$ cat src/rtl/spu_issue_scoreboard.sv
// spu_issue_scoreboard: N-way in-order issue stage with a per-register latency scoreboard.
// Issue is in order. A lane is accepted only when lane 0 up to and including that lane is
// free of RAW/WAW hazards. Accepted lanes are captured into the fetch-stage output
// register. Each destination then arms a countdown that blocks readers until its result
// can be forwarded.
// Optional build macro SPU_SB_STATS_EN adds two outputs, stall_cycles and issued_count.
module spu_issue_scoreboard #(
    parameter int ISSUE_WIDTH    = 2,
    parameter int NUM_REGS       = 128,
    parameter int REG_ADDR_WIDTH = 7,
    parameter int LAT_WIDTH      = 3,
    parameter int PAYLOAD_WIDTH  = 64
) (
    input  logic                                    clk,
    input  logic                                    reset,
    input  logic                                    flush,
    input  logic [ISSUE_WIDTH-1:0]                  in_valid,
    input  logic [ISSUE_WIDTH*3*REG_ADDR_WIDTH-1:0] in_src_addr,
    input  logic [ISSUE_WIDTH*3-1:0]                in_src_use,
    input  logic [ISSUE_WIDTH*REG_ADDR_WIDTH-1:0]   in_rt_addr,
    input  logic [ISSUE_WIDTH-1:0]                  in_wr_en,
    input  logic [ISSUE_WIDTH*LAT_WIDTH-1:0]        in_lat,
    input  logic [ISSUE_WIDTH*PAYLOAD_WIDTH-1:0]    in_payload,
    output logic [ISSUE_WIDTH-1:0]                  in_issued,
    output logic [ISSUE_WIDTH-1:0]                  out_valid,
    output logic [ISSUE_WIDTH*3*REG_ADDR_WIDTH-1:0] out_src_addr,
    output logic [ISSUE_WIDTH*REG_ADDR_WIDTH-1:0]   out_rt_addr,
    output logic [ISSUE_WIDTH-1:0]                  out_wr_en,
    output logic [ISSUE_WIDTH*LAT_WIDTH-1:0]        out_lat,
    output logic [ISSUE_WIDTH*PAYLOAD_WIDTH-1:0]    out_payload
`ifdef SPU_SB_STATS_EN
    ,
    output logic [31:0]                             stall_cycles,
    output logic [31:0]                             issued_count
`endif
);

    localparam int SRC_W = 3 * REG_ADDR_WIDTH;

    // A latency of 0 behaves exactly like a latency of 1.
    function automatic logic [LAT_WIDTH-1:0] eff_lat(input logic [LAT_WIDTH-1:0] l);
        return (l == '0) ? LAT_WIDTH'(1) : l;
    endfunction

    logic [REG_ADDR_WIDTH-1:0] lane_src [ISSUE_WIDTH][3];
    logic [REG_ADDR_WIDTH-1:0] lane_rt  [ISSUE_WIDTH];
    logic [LAT_WIDTH-1:0]      lane_lat [ISSUE_WIDTH];
    logic [REG_ADDR_WIDTH-1:0] held_rt  [ISSUE_WIDTH];
    logic [LAT_WIDTH-1:0]      held_lat [ISSUE_WIDTH];
    logic [ISSUE_WIDTH-1:0]    held_wr;
    logic [ISSUE_WIDTH-1:0]    lane_elig;
    logic                      prefix_ok;

    logic [LAT_WIDTH-1:0] sb_reg  [NUM_REGS];
    logic [LAT_WIDTH-1:0] sb_next [NUM_REGS];

    // Per-lane unpacking and hazard evaluation
    generate
        for (genvar gi = 0; gi < ISSUE_WIDTH; gi++) begin : g_lane
            logic elig;

            for (genvar si = 0; si < 3; si++) begin : g_src
                assign lane_src[gi][si] = in_src_addr[(gi*3+si)*REG_ADDR_WIDTH +: REG_ADDR_WIDTH];
            end
            assign lane_rt[gi]  = in_rt_addr[gi*REG_ADDR_WIDTH +: REG_ADDR_WIDTH];
            assign lane_lat[gi] = eff_lat(in_lat[gi*LAT_WIDTH +: LAT_WIDTH]);
            assign held_rt[gi]  = out_rt_addr[gi*REG_ADDR_WIDTH +: REG_ADDR_WIDTH];
            assign held_lat[gi] = eff_lat(out_lat[gi*LAT_WIDTH +: LAT_WIDTH]);
            assign held_wr[gi]  = out_valid[gi] & out_wr_en[gi];
            assign lane_elig[gi] = elig;

            // Lane is eligible when its sources are ready and its destination write cannot overtake an older one
            always_comb begin
                elig = in_valid[gi];
                for (int s = 0; s < 3; s++) begin
                    if (in_src_use[gi*3+s]) begin
                        if (sb_reg[lane_src[gi][s]] != '0) begin
                            elig = 1'b0;
                        end
                        for (int o = 0; o < ISSUE_WIDTH; o++) begin
                            if (held_wr[o] && held_rt[o] == lane_src[gi][s]) begin
                                elig = 1'b0;
                            end
                        end
                        for (int j = 0; j < gi; j++) begin
                            if (in_valid[j] && in_wr_en[j] && lane_rt[j] == lane_src[gi][s]) begin
                                elig = 1'b0;
                            end
                        end
                    end
                end
                if (in_wr_en[gi]) begin
                    if (sb_reg[lane_rt[gi]] > lane_lat[gi]) begin
                        elig = 1'b0;
                    end
                    for (int o = 0; o < ISSUE_WIDTH; o++) begin
                        if (held_wr[o] && held_rt[o] == lane_rt[gi] && held_lat[o] > lane_lat[gi]) begin
                            elig = 1'b0;
                        end
                    end
                    for (int j = 0; j < gi; j++) begin
                        if (in_valid[j] && in_wr_en[j] && lane_rt[j] == lane_rt[gi] &&
                            lane_lat[j] > lane_lat[gi]) begin
                            elig = 1'b0;
                        end
                    end
                end
            end
        end
    endgenerate

    // Only the longest eligible prefix issues; reset and flush block all issue
    always_comb begin
        in_issued = '0;
        prefix_ok = ~reset & ~flush;
        for (int k = 0; k < ISSUE_WIDTH; k++) begin
            prefix_ok    = prefix_ok & lane_elig[k];
            in_issued[k] = prefix_ok;
        end
    end

    // Next counter value: age by one, then take the larger of that and any arming write
    generate
        for (genvar gi = 0; gi < NUM_REGS; gi++) begin : g_sb
            logic [LAT_WIDTH-1:0] nxt;

            assign sb_next[gi] = nxt;

            always_comb begin
                nxt = (sb_reg[gi] != '0) ? sb_reg[gi] - LAT_WIDTH'(1) : '0;
                for (int o = 0; o < ISSUE_WIDTH; o++) begin
                    if (held_wr[o] && !flush && held_rt[o] == REG_ADDR_WIDTH'(gi) &&
                        (held_lat[o] - LAT_WIDTH'(1)) > nxt) begin
                        nxt = held_lat[o] - LAT_WIDTH'(1);
                    end
                end
            end
        end
    endgenerate

    // Scoreboard counter state
    always_ff @(posedge clk) begin
        for (int r = 0; r < NUM_REGS; r++) begin
            if (reset) begin
                sb_reg[r] <= '0;
            end else begin
                sb_reg[r] <= sb_next[r];
            end
        end
    end

    // Fetch-stage output register: valid follows issue, fields hold when the lane is not reloaded
    always_ff @(posedge clk) begin
        if (reset) begin
            out_valid    <= '0;
            out_src_addr <= '0;
            out_rt_addr  <= '0;
            out_wr_en    <= '0;
            out_lat      <= '0;
            out_payload  <= '0;
        end else begin
            for (int k = 0; k < ISSUE_WIDTH; k++) begin
                out_valid[k] <= in_issued[k] & ~flush;
                if (in_issued[k]) begin
                    out_src_addr[k*SRC_W +: SRC_W]                   <= in_src_addr[k*SRC_W +: SRC_W];
                    out_rt_addr[k*REG_ADDR_WIDTH +: REG_ADDR_WIDTH]  <= in_rt_addr[k*REG_ADDR_WIDTH +: REG_ADDR_WIDTH];
                    out_wr_en[k]                                     <= in_wr_en[k];
                    out_lat[k*LAT_WIDTH +: LAT_WIDTH]                <= in_lat[k*LAT_WIDTH +: LAT_WIDTH];
                    out_payload[k*PAYLOAD_WIDTH +: PAYLOAD_WIDTH]    <= in_payload[k*PAYLOAD_WIDTH +: PAYLOAD_WIDTH];
                end
            end
        end
    end

`ifdef SPU_SB_STATS_EN
    // Stall and throughput counters; both wrap silently
    always_ff @(posedge clk) begin
        if (reset) begin
            stall_cycles <= '0;
            issued_count <= '0;
        end else begin
            if (in_valid[0] && !in_issued[0] && !flush) begin
                stall_cycles <= stall_cycles + 32'd1;
            end
            issued_count <= issued_count + 32'($countones(in_issued));
        end
    end
`endif

endmodule

$ cat config.mk
export PLATFORM = sky130hd
export DESIGN_NAME = spu_issue_scoreboard
export DESIGN_NICKNAME = d
export VERILOG_FILES = /design/src/rtl/spu_issue_scoreboard.sv
export SDC_FILE = /design/constraint.sdc
export NUM_CORES = 2
export LEC_CHECK = 0
export CAP_MARGIN = 0
export CORE_MARGIN = 5
export CORE_UTILIZATION = 40
export CTS_CLUSTER_SIZE = 16
export DETAILED_ROUTE_END_ITERATION = 10
export PLACE_DENSITY_LB_ADDON = 0.08
export SYNTH_ARGS = -nofsm -noshare
export SYNTH_HDL_FRONTEND = slang
export SYNTH_SLANG_ARGS = --single-unit
$ cat constraint.sdc
create_clock -name clk -period 10.1 [get_ports clk]
set_input_delay 1.515 -clock clk [delete_from_list [all_inputs] [get_ports clk]]
set_output_delay 1.515 -clock clk [all_outputs]
set_load 0.01 [all_outputs]
==> summary.txt <==
Clocking
  – H-tree levels: 3
  – Clock root cell: clkbuf_16
  – Num CTS Buffers: slightly below 80
  – Clk slew on worst S/H paths: approximately 0.06 ns
  – Post_cts resized: 0
  – Hold_buf cts: 0
  – Setup bufs post-CTS: 0
  – Clock latency on the worst-skew pair: 0.73 ns
  – CTS max path bufs: 3
  – Sink Count: roughly 580
  – CTS tree: yes

Placed design
  – Port buffer count: between 300 and 400
  – Pre-CTS WS: between 1 and 1.5 ns
  – Placed cell count: 9648
  – HPWL Detailed: 223 mm
  – Placer Congestion: slightly above 1

Worst setup path
  – Depth of the worst register-to-register path: 17
  – Setup crit end kind: output port
  – WP data required: 8.59 ns
  – Reg2reg end: out_payload[55]
  – R2R setup slack: approximately 3.1 ns
  – Crit-path slowest cell: clkdlybuf4s50_1
  – WP data arrival: 7.41 ns
  – Worst R2R Start: sb_reg[78][1]
  – Critical Path, Cell by Cell: buf_6 > buf_4 > mux4_2 > mux4_2 > mux4_2 > mux2_2 > ha_1 > a21o_1 > a21oi_1 > a31oi_1 > o31a_1 > a311oi_1 > nand4_1 > a2111o_2 > nor2_1 > clkdlybuf4s50_1
  – CP Max Fanout: 46
  – Critical Path Max Stage Delay: about 0.66 ns
  – Most used cell, CP: mux4_2
  – WS Path Type: input port to output port
  – Delay-heaviest family, CP: multiplexers
  – Setup crit start kind: input port
  – Buffers and inverters on the worst path: 3

Global routing
  – Initial antenna violation count: 21
  – GRT Total Usage: approximately 35%
  – First-pass GRT wire length: 442 mm
  – GRT overflow: 0
  – Vias in the first global route: 61600
  – Largest net degree at the start of global routing: between 100 and 150

Detailed routing
  – Detailed Routing Iterations Pass 1: 6
  – Initial drt markers: just under 8000
  – Residual DRC: 0
  – Post-Route WL: just over 300 mm
  – Vias: around 65000
  – Post-route ant nets: 0
  – Post-detailed-route wirelength per cell: between 30 and 40 um
  – Vias/cell: roughly 6.7

Power and ir drop
  – Cell leakage power: between 20 and 25 nW
  – Peak supply drop: roughly 0.12 mV
  – Power Density: 93.7 nW/um^2

STA
  – Slew @ Worst Pin: around 1.5 ns
  – Tcrit/Tclk final: roughly 88%
  – Final hold viol count: 0
  – Unrepaired setup endpoints after global routing: false
  – Setup tns final: 0 ns
  – Final setup fails: 0
  – Clk_skew: approximately 0.058 ns
  – Fin. max-slew vios: 0
  – Post-route minimum period: approximately 8.9 ns
  – Max-slew headroom: less than 1%
  – Min setup slack post-route: approximately 1.2 ns
  – Fmax: about 110 MHz

Synth
  – Cell count after synthesis: between 7000 and 8000
  – Simple-Gate Fraction of Synth Area: a little under a fifth
  – Post-synthesis mux area share: 21.9%
  – Mapped Nets: approximately 8600
  – Unique masters post-synth: between 80 and 90
  – Mapped cell area: 63900 um^2
  – Register area share after synthesis: 18.1%
  – Main flop type after synthesis: dfxtp_1
  – Share of flip-flops with an asynchronous set or reset: 0%
  – Post-synth EDFFs: 0
  – Synth top area share: approximately 18%
  – Post-synth top area cell: dfxtp_1
  – Synth Area in Adders: ~15%
  – Seq cells post-synth: slightly below 600
  – Yosys warning count: 0
  – Main combinational cell family by area after synthesis: multiplexers
  – Avg Inst Size Synth: 8.44 um^2
  – Compound-Gate Fraction of Synth Area: between 15 and 20%
  – Xor/xnor cell area share of the yosys netlist: just under 2%
  – Largest cells by area after synthesis: dfxtp_1 (18%), ha_1 (15%), mux4_2 (15%)

Floorplanning
  – Chip height: between 400 and 500 um
  – Row count: between 100 and 150
  – Die area: ~170000 um^2
  – Die width: 410 um
  – CORE AREA: approximately 160000 um^2
  – # IOs: approximately 400
  – Initial Utilization: 40.3%

Finish
  – Number of flip-flops in the largest register: ~380
  – Layout cell share with drive strength beyond 1: 14.7%
  – FILL cells: roughly 16000
  – Final Instance Count excl. Fillers: a little under 10000
  – Final net count: between 8000 and 9000
  – Area Overhead vs Synth: 13.2%

Run status
  – Status: complete, but fails checks
  – Failing checks: capacitance limit

Hold path
  – Hold Crit Depth: 2
  – Worst Hold Launch: out_payload[98]
  – Worst hold path class: register to register
  – Worst min-delay path endpoint: out_payload[98]

Run
  – Max Cap Viol: 1
[worst reg2reg max path, stage by stage (launching register included)]
cell and delay [ns]:
dfxtp_1 0.49, mux4_2 0.53, mux4_2 0.59, mux4_2 0.52, mux2_2 0.29, ha_1 0.32
a21o_1 0.16, a21oi_1 0.14, a31oi_1 0.08, o31a_1 0.31, a311oi_1 0.29, nand4_1 0.14
a2111o_2 0.61, inv_8 0.35, buf_4 0.70, buf_4 0.95, mux2i_1 0.32, nor2_1 0.06
[kinds of logic (layout without fill, tap and decap cells)]
family | Yosys count | in the layout
simple gates | 2465 | 2465
compound gates | 2090 | 2090
mux | 835 | 835
fa+ha+maj | 791 | 791
buf+inv | 673 | 819
flops | 578 | 578
xor+xnor | 142 | 142
other cells | 0 | 11
[report_power, final]
group	leakage (nW)	switching [mW]	internal [mW]
clock	1.37	1.25	1.81
combinational	18.7	0.891	0.530
sequential	4.66	0.0141	2.30
total	24.7	2.15	4.63
[Yosys cell counts (all sizes together) (206+ instances only)]
library cell  instances
nor2               1197
ha                  791
a21oi               697
dfxtp               578
o21ai               508
mux4                420
clkbuf              407
mux2                275
nor2b               227
nand2               222
o21a                208
a31oi               206
[metrics by stage]
step / hold WS (ns) / utilization, % / area, um^2 / total power [mW]
2_1_floorplan: 0.488 / - / 63900 / 3.22
3_3_place_gp: 0.460 / 43.9 / 69600 / 3.71
3_5_place_dp: 0.466 / 43.9 / 69600 / 3.74
4_1_cts: 0.474 / 45.6 / 72400 / 6.82
5_1_grt: 0.494 / 45.6 / 72400 / 7.02
6_report: 0.473 / 45.7 / 72400 / 6.78
[worst max path at each step]
stage	from	end	slack, ns	cells after the start
final	in_rt_addr[1]	in_issued[1]	1.18	16
after global routing	in_rt_addr[0]	in_issued[1]	1.09	16
after CTS	in_rt_addr[0]	in_issued[1]	1.19	16
after detailed placement	in_rt_addr[1]	in_issued[1]	1.20	16
after global placement	in_rt_addr[0]	in_issued[1]	1.36	16
after floorplan	out_lat[2]	sb_reg[20][1]	1.50	20
[layer usage]
metal,routed length (um),vias up,GRT usage [%]
li1,-,28700,-
met1,125000,31800,45.8
met2,128000,3910,52.5
met3,36200,999,10.5
met4,22200,20,20.6
met5,133,-,0.0287
[cells in the final DEF (no fill, tap or decap), drive strengths merged, types with 11 or more instances in the layout]
cell	n
mux4	420
and3	59
xor2	75
or3	32
nor3b	86
inv	94
a211o	11
nand3	130
nand2	222
buf	208
o21a	208
or2	77
nor2	1197
xnor2	67
mux2i	140
nor2b	227
and2	55
a31oi	206
clkinv	22
nor4	130
clkbuf	115
a21o	56
a311oi	21
ha	791
mux2	275
clkdlybuf4s50	370
a211oi	184
o2111ai	23
o211ai	30
dfxtp	578
nand4	22
o21ai	508
a2111oi	20
a21oi	697
nor3	178
diode	11
nand2b	16
o311a	30
[cell type report]
class                      instances  area, um^2  area share, %
multi-input combinational       6323       49600           68.5
clock inverter                    29         472          0.652
timing repair buffer             578        5430           7.49
inverter                          97         394          0.544
antenna                           11        27.5         0.0380
tap                             2072        2590           3.58
clock buffer                     115        2340           3.24
sequential                       578       11600           16.0
Note: power is estimated with default switching activity, not from simulation.
